$ cat src/rtl/display_pkg.sv
// Shared display types and geometry defaults used by row_streamer and TurnTimer.
package display_pkg;

  localparam int IMG_HEIGHT = 1024;
  localparam int IMG_WIDTH  = 64;

  typedef enum logic [2:0] {
    IDLE,
    FETCH,
    WAIT,
    SHIFT,
    LATCH
  } row_state_t;

  // Frame memory address is {index, row, col}.
  function automatic int ADDR_W(input int height, input int width);
    return 1 + $clog2(height) + $clog2(width);
  endfunction

endpackage

$ cat src/rtl/led_shifter.sv
// Serialises one PIX_BITS word MSB-first on ledClk/ledData; each bit is CLK_DIV low then CLK_DIV high.
module led_shifter #(
  parameter int PIX_BITS = 24,
  parameter int CLK_DIV  = 1
) (
  input  logic                clk,
  input  logic                nReset,
  input  logic                load,
  input  logic [PIX_BITS-1:0] load_data,
  output logic                ledClk,
  output logic                ledData,
  output logic                done
);

  localparam int DIV_W = $clog2(CLK_DIV + 1);
  localparam int BIT_W = $clog2(PIX_BITS + 1);
  localparam logic [DIV_W-1:0] DIV_LAST = DIV_W'(CLK_DIV - 1);
  localparam logic [BIT_W-1:0] BIT_LAST = BIT_W'(PIX_BITS - 1);

  logic [PIX_BITS-1:0] sr_q, sr_d;
  logic [DIV_W-1:0]    div_q, div_d;
  logic [BIT_W-1:0]    bit_q, bit_d;
  logic                high_q, high_d;
  logic                active_q, active_d;
  logic                phase_end;

  always_comb begin
    sr_d      = sr_q;
    div_d     = div_q;
    bit_d     = bit_q;
    high_d    = high_q;
    active_d  = active_q;
    phase_end = active_q && (div_q == DIV_LAST);
    done      = phase_end && high_q && (bit_q == BIT_LAST);
    if (load) begin
      sr_d     = load_data;
      div_d    = '0;
      bit_d    = '0;
      high_d   = 1'b0;
      active_d = 1'b1;
    end else if (active_q) begin
      if (phase_end) begin
        div_d  = '0;
        high_d = !high_q;
        // Shift at the end of the high phase so data only moves while ledClk is low.
        if (high_q) begin
          sr_d  = {sr_q[PIX_BITS-2:0], 1'b0};
          bit_d = bit_q + 1'b1;
          if (bit_q == BIT_LAST) active_d = 1'b0;
        end
      end else begin
        div_d = div_q + 1'b1;
      end
    end
  end

  always_ff @(posedge clk or negedge nReset) begin
    if (!nReset) begin
      sr_q     <= '0;
      div_q    <= '0;
      bit_q    <= '0;
      high_q   <= 1'b0;
      active_q <= 1'b0;
    end else begin
      sr_q     <= sr_d;
      div_q    <= div_d;
      bit_q    <= bit_d;
      high_q   <= high_d;
      active_q <= active_d;
    end
  end

  assign ledClk  = active_q && high_q;
  assign ledData = active_q && sr_q[PIX_BITS-1];

endmodule

$ cat src/rtl/row_streamer.sv
// Streams one row of IMG_WIDTH pixels from frame memory to the LED driver chain per rowChange.
// Define ROW_STREAMER_BLANK_EN to stream a dark row when rowChange arrives while rotation is not locked.
module row_streamer #(
  parameter int IMG_HEIGHT = display_pkg::IMG_HEIGHT,
  parameter int IMG_WIDTH  = display_pkg::IMG_WIDTH,
  parameter int PIX_BITS   = 24,
  parameter int CLK_DIV    = 1
) (
  input  logic                                                  clk,
  input  logic                                                  nReset,
  input  logic [$clog2(IMG_HEIGHT)-1:0]                         row,
  input  logic                                                  index,
  input  logic                                                  valid,
  input  logic                                                  rowChange,
  output logic [display_pkg::ADDR_W(IMG_HEIGHT, IMG_WIDTH)-1:0] memAddr,
  output logic                                                  memRdEn,
  input  logic [PIX_BITS-1:0]                                   memData,
  output logic                                                  ledClk,
  output logic                                                  ledData,
  output logic                                                  ledLatch,
  output logic                                                  busy,
  output logic                                                  overrun,
  output display_pkg::row_state_t                               dbg_state
);
  import display_pkg::*;

  localparam int ROW_W = $clog2(IMG_HEIGHT);
  localparam int COL_W = $clog2(IMG_WIDTH);
  localparam int LAT_W = $clog2(2 * CLK_DIV);
  localparam logic [COL_W-1:0] COL_LAST = COL_W'(IMG_WIDTH - 1);
  localparam logic [LAT_W-1:0] LAT_LAST = LAT_W'(2 * CLK_DIV - 1);

  row_state_t       state_q, state_d;
  logic [ROW_W-1:0] row_q, row_d;
  logic             idx_q, idx_d;
  logic [COL_W-1:0] col_q, col_d;
  logic [LAT_W-1:0] lat_q, lat_d;
  logic             overrun_q;
  logic             accept, blank_row, load, shift_done;

`ifdef ROW_STREAMER_BLANK_EN
  logic blank_q;
  assign accept = (state_q == IDLE) && rowChange;
  always_ff @(posedge clk or negedge nReset) begin
    if (!nReset)     blank_q <= 1'b0;
    else if (accept) blank_q <= !valid;
  end
  assign blank_row = blank_q;
`else
  assign accept    = (state_q == IDLE) && rowChange && valid;
  assign blank_row = 1'b0;
`endif

  always_comb begin
    state_d  = state_q;
    row_d    = row_q;
    idx_d    = idx_q;
    col_d    = col_q;
    lat_d    = lat_q;
    load     = 1'b0;
    memRdEn  = 1'b0;
    ledLatch = 1'b0;
    case (state_q)
      IDLE: if (accept) begin
        row_d   = row;
        idx_d   = index;
        col_d   = '0;
        state_d = FETCH;
      end
      FETCH: begin
        memRdEn = !blank_row;
        state_d = WAIT;
      end
      WAIT: begin
        load    = 1'b1;
        state_d = SHIFT;
      end
      SHIFT: if (shift_done) begin
        if (col_q == COL_LAST) begin
          state_d = LATCH;
        end else begin
          col_d   = col_q + 1'b1;
          state_d = FETCH;
        end
      end
      LATCH: begin
        ledLatch = 1'b1;
        if (lat_q == LAT_LAST) begin
          lat_d   = '0;
          state_d = IDLE;
        end else begin
          lat_d = lat_q + 1'b1;
        end
      end
      default: state_d = IDLE;
    endcase
  end

  always_ff @(posedge clk or negedge nReset) begin
    if (!nReset) begin
      state_q   <= IDLE;
      row_q     <= '0;
      idx_q     <= 1'b0;
      col_q     <= '0;
      lat_q     <= '0;
      overrun_q <= 1'b0;
    end else begin
      state_q   <= state_d;
      row_q     <= row_d;
      idx_q     <= idx_d;
      col_q     <= col_d;
      lat_q     <= lat_d;
      overrun_q <= rowChange && (state_q != IDLE);
    end
  end

  led_shifter #(
    .PIX_BITS (PIX_BITS),
    .CLK_DIV  (CLK_DIV)
  ) u_shifter (
    .clk       (clk),
    .nReset    (nReset),
    .load      (load),
    .load_data (blank_row ? '0 : memData),
    .ledClk    (ledClk),
    .ledData   (ledData),
    .done      (shift_done)
  );

  assign memAddr   = {idx_q, row_q, col_q};
  assign busy      = (state_q != IDLE);
  assign overrun   = overrun_q;
  assign dbg_state = state_q;

endmodule

$ cat config.mk
export PLATFORM = sky130hd
export DESIGN_NAME = row_streamer
export DESIGN_NICKNAME = d
export VERILOG_FILES = /design/src/rtl/display_pkg.sv /design/src/rtl/led_shifter.sv /design/src/rtl/row_streamer.sv
export SDC_FILE = /design/constraint.sdc
export NUM_CORES = 1
export LEC_CHECK = 0
export BUFFER_PORTS_ARGS = -buffer_cell sky130_fd_sc_hd__buf_2
export CELL_PAD_IN_SITES_DETAIL_PLACEMENT = 0
export CELL_PAD_IN_SITES_GLOBAL_PLACEMENT = 1
export CORE_MARGIN = 2
export CORE_UTILIZATION = 35
export DETAILED_ROUTE_END_ITERATION = 10
export GPL_TIMING_DRIVEN = 0
export HOLD_SLACK_MARGIN = 0.03
export PLACE_DENSITY_LB_ADDON = 0.1
export SLEW_MARGIN = 10
export SYNTH_ARGS = -nofsm -noshare
export SYNTH_HDL_FRONTEND = slang
export SYNTH_HIERARCHICAL = 1
export SYNTH_SLANG_ARGS = --single-unit
$ cat constraint.sdc
create_clock -name clk -period 2.3 [get_ports clk]
set_clock_uncertainty 0.2 [all_clocks]
set_input_delay 0.115 -clock clk [delete_from_list [all_inputs] [get_ports clk]]
set_output_delay 0.115 -clock clk [all_outputs]
set_load 0.02 [all_outputs]
==> metrics.md, run 1 <==
| Metric | Value |
|---|---|
| Status | `finished clean` |
| Number of maximum-capacitance constraint violations | `0` |
| Most used DFF post-synth | `sky130_fd_sc_hd__dfrtp_1` |
| Arrival time of the worst setup path | `2.12 ns` |
| Area occupied by multi-input gates | `1140 sq um` |
| Power density of the placed cells | `845 nW/um^2` |
| Vertical extent of the die | `90.0 microns` |
| Class of the tightest hold or removal check | `in -> async` |
| Maximum number of pins on one net before global-route repair | `55` |
| Setup TNS after final layout | `0 ns` |
| Residual DRC count | `0` |
| Die area | `8100 sq um` |
| Chip Width | `90.0 microns` |
| Worst-case vdd ir drop | `0.347 mV` |
| Global placement routability congestion | `0.742` |
| Met2 wirelength from detailed routing | `2.70 mm` |
| Layout Cells excl Fill | `464` |
| Growth of design area from synthesis to finish | `38.2%` |
| Met3 wire length | `211 microns` |
| Post-Synthesis Cells | `254` |
| Avg Vias per Cell | `4.69` |
| Detail-routed net length per standard cell | `12.7 microns` |
| Metal-1 WL | `2.93 mm` |
| Detail Route Antenna Nets | `0` |
| Wire length of the first global-routing pass | `10.1 mm` |
| TritonCTS clock tree | `done` |
| Yosys reg bits | `54` |
| Core Footprint | `7210 sq um` |
| Synth Cell Area | `2590 sq um` |
| Layout net count | `405` |
| Critical Path Fanout Max | `10` |
| Fraction of layout instances using a drive strength above 1 | `0.282` |
| Yosys warning count | `6` |
| Kind of end point of the critical path | `flop` |
| Library cell with the largest summed area after synthesis | `sky130_fd_sc_hd__dfrtp_1` |
| I/O pin total | `65` |
| Number of global-route vias before repair | `2200` |
| Site row count | `31` |
| Crit path required time | `2.30 ns` |
| Sinks on the clock net | `54` |
| Final Hold Viols | `0` |
| Share of flip-flops with an asynchronous set or reset after synthesis | `1.00` |
| Gr ovfl total | `0` |
| Detail Placement HPWL | `3.77 mm` |
| EDFF count, synth | `0` |
| Fraction of the cycle the final worst path needs | `0.920` |
| Length of the first detailed-routing pass in iterations | `4` |
| Antenna violations before repair | `0` |
| Top cells by area, synth | `sky130_fd_sc_hd__dfrtp_1 (52%), sky130_fd_sc_hd__a21oi_1 (10%), sky130_fd_sc_hd__mux2_4 (5.8%)` |
| Vias after detailed routing | `2177` |
| Synthesized netlist net count | `295` |
| Transition at the pin with the smallest max-transition slack | `0.695 ns` |
| Smallest hold slack | `0.176 ns` |
| Total of buffers placed on input and output ports | `64` |
| Total setup violations reported at the end of the flow | `0` |
| Initial cell density of the core | `0.359` |
| Timing-limited maximum frequency | `0.473 GHz` |
| Reg clk slew, reported paths | `0.10 ns` |
| Number of different library cells in the post-synthesis netlist | `44` |
| Clock buffer depth | `2` |
| Fill cell total of the finished layout | `704` |
| Clock Root Buffer | `sky130_fd_sc_hd__clkbuf_8` |
| CTS buffer count | `5` |
| Iter 0 DRT Violations | `60` |
| Fin. max-slew vios | `0` |
| Unrepaired setup endpoints after global routing | `false` |
| Top Layer Used | `met4` |
| Final antenna diode count | `0` |
| Placed cells | `417` |
| Fraction of synthesized cell area taken by the top area cell type | `0.522` |
| Total leakage power | `0.00165 uW` |
| Type of the worst setup path | `reg -> reg` |
| Area used by sequential logic in the layout | `1350 sq um` |
| GRT Util Overall | `0.151` |
| Worst-Skew Late Latency | `0.31 ns` |
| Tightest slew margin relative to the limit | `0.537` |
| Startpoint type of the worst setup path | `flop` |
| Portion of the post-synthesis area used by sequential elements | `0.522` |
| Final Routed Wirelength | `5.89 mm` |
| Tmin final | `2.12 ns` |
| Clock H-tree levels | `2` |
| Post-Synthesis Mean Instance Area | `10.2 sq um` |
-- worst max-delay path, cell delays in order, from the launching register on --
cell	delay, ns
sky130_fd_sc_hd__dfrtp_1	0.40
sky130_fd_sc_hd__nand3b_1	0.20
sky130_fd_sc_hd__buf_2	0.22
sky130_fd_sc_hd__nor4_4	0.20
sky130_fd_sc_hd__and3_1	0.23
sky130_fd_sc_hd__o21bai_2	0.13
sky130_fd_sc_hd__a21o_1	0.19
sky130_fd_sc_hd__a22o_1	0.22
-- area by class of cell --
class                           count  share of cell area
Clock buffer                        5              0.0192
Tap cell                           99              0.0346
Sequential cell                    54               0.378
Timing Repair Buffer              103               0.199
Clock inverter                      3              0.0192
Inverter                            3             0.00315
Buffer                             15              0.0276
Multi-Input combinational cell    182               0.320
-- registers in the layout (all words and copies together), names as in the netlist, 3 cells and up --
name             flops
u_shifter/sr_q      24
row_q               10
col_q                6
u_shifter/bit_q      5
dbg_state            3
-- final timing paths --
kind                       depth (start not counted)                end            start  slack [ns]
max                                                7           col_q[0]  u_shifter/div_q        0.18
max in group asynchronous                          2  u_shifter/sr_q[7]           nReset        1.25
min                                                2           row_q[0]           nReset        0.18
max reg2reg                                        7           col_q[0]  u_shifter/div_q        0.18
min reg2reg                                        1              lat_q            lat_q        0.27
min in group clk                                   1              lat_q            lat_q        0.27
-- cell usage after synthesis (all sizes together) (2+ instances only) --
master   n
inv      3
and3b    2
mux2    11
buf     11
nor3b    3
nor3     2
a21o     2
xnor2    3
nor2b   24
o21ai    4
clkbuf   4
nor2     7
nand2   34
dfrtp   54
o21bai   2
o31ai    3
and3     4
and2     3
ha       2
a21oi   52
or4      2
nand3    8
-- routing by layer --
| layer | vias to the layer above | GRT usage |
|---|---|---|
| met5 | - | 0 |
| met4 | 0 | 0.0346 |
| met3 | 6 | 0.0386 |
| met2 | 37 | 0.241 |
| met1 | 1035 | 0.206 |
| li1 | 1099 | - |
-- kinds of logic after synthesis --
logic type | count (synthesis) | share of synthesized area
muxes | 11 | 0.0623
AOI/OAI and AO/OA | 72 | 0.157
and+or+nand+nor | 94 | 0.198
DFF | 54 | 0.522
xor gates and xnor gates | 3 | 0.0101
adders and majority gates | 2 | 0.00966
buffers and inverters | 18 | 0.0411
-- what timing repair did --
item,in CTS,in global routing
pin swaps,1,0
hold buffers,38,0
buffers inserted,1,0
resized for setup,1,5
hold endpoints to repair,91,0
endpoints found under the setup margin,6,13
-- power by group --
| part | switching (uW) | leakage [uW] | internal [uW] | total, uW |
|---|---|---|---|---|
| registers | 176 | 0.000693 | 1200 | 1380 |
| clock network | 321 | 0.0000683 | 436 | 758 |
| logic | 492 | 0.000888 | 397 | 889 |
-- placed cells by master, fill, tap and decap left out, types with 2 or more instances in the layout --
| master | Yosys | layout |
|---|---|---|
| sky130_fd_sc_hd__nor2_1 | 6 | 6 |
| sky130_fd_sc_hd__nor3_1 | 2 | 2 |
| sky130_fd_sc_hd__nor2b_1 | 24 | 24 |
| sky130_fd_sc_hd__or4_1 | 2 | 2 |
| sky130_fd_sc_hd__and2_1 | 2 | 2 |
| sky130_fd_sc_hd__bufinv_16 | 0 | 2 |
| sky130_fd_sc_hd__ha_1 | 2 | 2 |
| sky130_fd_sc_hd__mux2_4 | 10 | 10 |
| sky130_fd_sc_hd__and3_1 | 4 | 4 |
| sky130_fd_sc_hd__nand3_1 | 8 | 8 |
| sky130_fd_sc_hd__o31ai_1 | 3 | 3 |
| sky130_fd_sc_hd__a21oi_1 | 52 | 52 |
| sky130_fd_sc_hd__xnor2_1 | 3 | 3 |
| sky130_fd_sc_hd__buf_2 | 3 | 66 |
| sky130_fd_sc_hd__clkbuf_2 | 0 | 3 |
| sky130_fd_sc_hd__dlygate4sd3_1 | 0 | 38 |
| sky130_fd_sc_hd__nor3b_1 | 3 | 3 |
| sky130_fd_sc_hd__clkbuf_8 | 0 | 5 |
| sky130_fd_sc_hd__dfrtp_1 | 54 | 54 |
| sky130_fd_sc_hd__nand2_1 | 33 | 33 |
| sky130_fd_sc_hd__clkbuf_1 | 4 | 3 |
| sky130_fd_sc_hd__buf_4 | 5 | 7 |
| sky130_fd_sc_hd__a21o_1 | 2 | 2 |
| sky130_fd_sc_hd__inv_1 | 3 | 3 |
| sky130_fd_sc_hd__o21ai_0 | 4 | 4 |
-- stage by stage --
stage          total power [uW]  utilization  instance area, sq um  worst slack (ns)
6_report                   3020        0.496                  3580             0.184
3_3_place_gp               2230        0.421                  3030            -0.291
2_1_floorplan              1970            -                  2590             0.152
3_5_place_dp               2230        0.421                  3040            -0.281
5_1_grt                    3240        0.496                  3580            0.0200
4_1_cts                    3060        0.495                  3570             0.104
Note: power is estimated with default switching activity, not from simulation.
==> inputs of run 2 (changes only) <==
--- a/config.mk
+++ b/config.mk
@@ -9,7 +9,7 @@
 export CELL_PAD_IN_SITES_DETAIL_PLACEMENT = 0
 export CELL_PAD_IN_SITES_GLOBAL_PLACEMENT = 1
 export CORE_MARGIN = 2
-export CORE_UTILIZATION = 35
+export CORE_UTILIZATION = 40
 export DETAILED_ROUTE_END_ITERATION = 10
 export GPL_TIMING_DRIVEN = 0
 export HOLD_SLACK_MARGIN = 0.03
==> constraint.sdc (replaced) <==
create_clock -name clk -period 2.3 [get_ports clk]
set_clock_uncertainty 0.2 [all_clocks]
set_input_delay 0.23 -clock clk [delete_from_list [all_inputs] [get_ports clk]]
set_output_delay 0.23 -clock clk [all_outputs]
set_load 0.02 [all_outputs]
==> metrics.md, run 2 (synthesized netlist as in run 1, its figures left out) <==
| Metric | Value |
|---|---|
| Most common cell after layout, fill and taps aside | `sky130_fd_sc_hd__buf_2` |
| Chip Width | `84.5 microns` |
| Clock buffer depth | `2` |
| Crit path required time | `2.30 ns` |
| Type of the worst setup path | `reg -> reg` |
| Number of flip-flops in the largest register | `24` |
| Final Routed Wirelength | `5.80 mm` |
| Residual DRC count | `0` |
| Worst-Skew Late Latency | `0.31 ns` |
| Final Hold Viols | `0` |
| Transition at the pin with the smallest max-transition slack | `0.687 ns` |
| Vertical extent of the die | `84.5 microns` |
| Layout net count | `404` |
| Kind of end point of the critical path | `flop` |
| Combined buffer and inverter count along the critical path | `0` |
| Total of buffers placed on input and output ports | `64` |
| Gr ovfl total | `0` |
| TritonCTS clock tree | `done` |
| Initial cell density of the core | `0.410` |
| Flop-to-flop setup slack | `0.21 ns` |
| Length of the first detailed-routing pass in iterations | `4` |
| Critical Path Fanout Max | `6` |
| Status | `finished clean` |
| Total setup violations reported at the end of the flow | `0` |
| Maximum number of pins on one net before global-route repair | `55` |
| Detail Route Antenna Nets | `0` |
| Setup TNS after final layout | `0 ns` |
| Smallest hold slack | `0.132 ns` |
| Sinks on the clock net | `54` |
| Total leakage power | `0.00161 uW` |
| Core Footprint | `6310 sq um` |
| GRT Util Overall | `0.174` |
| Critical path's top delay family | `simple AND/OR/NAND/NOR gates` |
| Worst-case vdd ir drop | `0.394 mV` |
| Tmin final | `2.09 ns` |
| Tightest slew margin relative to the limit | `0.542` |
| Fraction of layout instances using a drive strength above 1 | `0.275` |
| Startpoint type of the worst setup path | `flop` |
| Global placement routability congestion | `0.785` |
| Number of global-route vias before repair | `2124` |
| Detail Placement HPWL | `3.74 mm` |
| Detail-routed net length per standard cell | `13.2 microns` |
| Antenna violations before repair | `0` |
| Area occupied by multi-input gates | `1140 sq um` |
| Clock Root Buffer | `sky130_fd_sc_hd__clkbuf_8` |
| Wire length of the first global-routing pass | `10.1 mm` |
| Slowest Stage Delay on Critical Path | `0.41 ns` |
| Unrepaired setup endpoints after global routing | `false` |
| Iter 0 DRT Violations | `112` |
| Timing-limited maximum frequency | `0.477 GHz` |
| Area used by sequential logic in the layout | `1350 sq um` |
| Post-layout utilization of the core | `0.553` |
| Cell type of the slowest stage on the worst timing path | `sky130_fd_sc_hd__dfrtp_1` |
| Fin. max-slew vios | `0` |
| Die area | `7130 sq um` |
| Class of the tightest hold or removal check | `in -> reg` |
| Fraction of the cycle the final worst path needs | `0.911` |
| Clock H-tree levels | `2` |
| Final antenna diode count | `0` |
| I/O pin total | `65` |
| Reg clk slew, reported paths | `0.10 ns` |
| Biggest registers after layout | `u_shifter/sr_q: 24 flops, row_q: 10 flops, col_q: 6 flops` |
| Number of maximum-capacitance constraint violations | `0` |
| Arrival time of the worst setup path | `2.09 ns` |
| Avg Vias per Cell | `4.93` |
| Crit-path cells | `ha_1 > nand2_1 > nor4_4 > and3_1 > o21bai_2 > a21o_1 > a22o_1` |
| Fill cell total of the finished layout | `619` |
| Site row count | `29` |
| Leading cell types in the layout, fill and taps excluded | `sky130_fd_sc_hd__buf_2 (66), sky130_fd_sc_hd__dfrtp_1 (53), sky130_fd_sc_hd__a21oi_1 (52), sky130_fd_sc_hd__dlygate4sd3_1 (37), sky130_fd_sc_hd__nand2_1 (33)` |
| Vias after detailed routing | `2176` |
| Power density of the placed cells | `807 nW/um^2` |
| CTS buffer count | `5` |
| Register with the most flip-flops | `u_shifter/sr_q` |
| Growth of design area from synthesis to finish | `34.8%` |
## run 2: final timing paths
check / from / end / depth (start not counted)
setup / recovery: u_shifter/bit_q[0] / col_q[0] / 7
hold / removal: valid / dbg_state[0] / 5
setup reg to reg: u_shifter/bit_q[0] / col_q[0] / 7
hold reg to reg: lat_q / lat_q / 1
max in group asynchronous: nReset / u_shifter/active_q / 2
min in group asynchronous: nReset / row_q[9] / 2
## run 2: cell type report
class	count	share of cell area
Clock buffer	7	0.0247
Inverter	3	0.00322
Clock inverter	1	0.00143
Sequential cell	54	0.387
Multi-Input combinational cell	182	0.328
Timing Repair Buffer	102	0.201
Tap cell	77	0.0276
Buffer	15	0.0272
## run 2: stage by stage
| stage | power [uW] | setup slack (ns) | cells | area (sq um) |
|---|---|---|---|---|
| final | 2820 | 0.205 | 441 | 3490 |
| after global routing | 3030 | 0.00194 | 441 | 3490 |
| after CTS | 2860 | 0.113 | 441 | 3490 |
| after detailed placement | 2230 | -0.229 | 395 | 3010 |
| after global placement | 2210 | -0.270 | 395 | 3010 |
| after floorplan | 1970 | 0.152 | 254 | 2590 |
## run 2: what timing repair did
item / CTS / global route
hold buffers: 37 / 0
setup buffers: 1 / 0
endpoints found under the setup margin: 6 / 2
resized for setup: 1 / 3
pin swaps: 1 / 0
endpoints found under the hold margin: 90 / 0
## run 2: power breakdown
group	internal, uW	switching [uW]	total (uW)	leakage, uW
clock network	244	304	548	0.0000482
registers	1200	178	1380	0.000693
logic	396	494	890	0.000874
total	1840	977	2820	0.00161
## run 2: worst min-delay path: stages
cell	delay, ns
sky130_fd_sc_hd__buf_2	0.10
sky130_fd_sc_hd__a21oi_1	0.06
sky130_fd_sc_hd__nor2_1	0.08
sky130_fd_sc_hd__a21oi_1	0.04
sky130_fd_sc_hd__nor2_1	0.08
## run 2: metal layers
| layer | GRT usage | part of all wire |
|---|---|---|
| met5 | 0 | 0 |
| met4 | 0.0476 | 0.012 |
| met3 | 0.0324 | 0.033 |
| met2 | 0.280 | 0.48 |
| met1 | 0.244 | 0.47 |
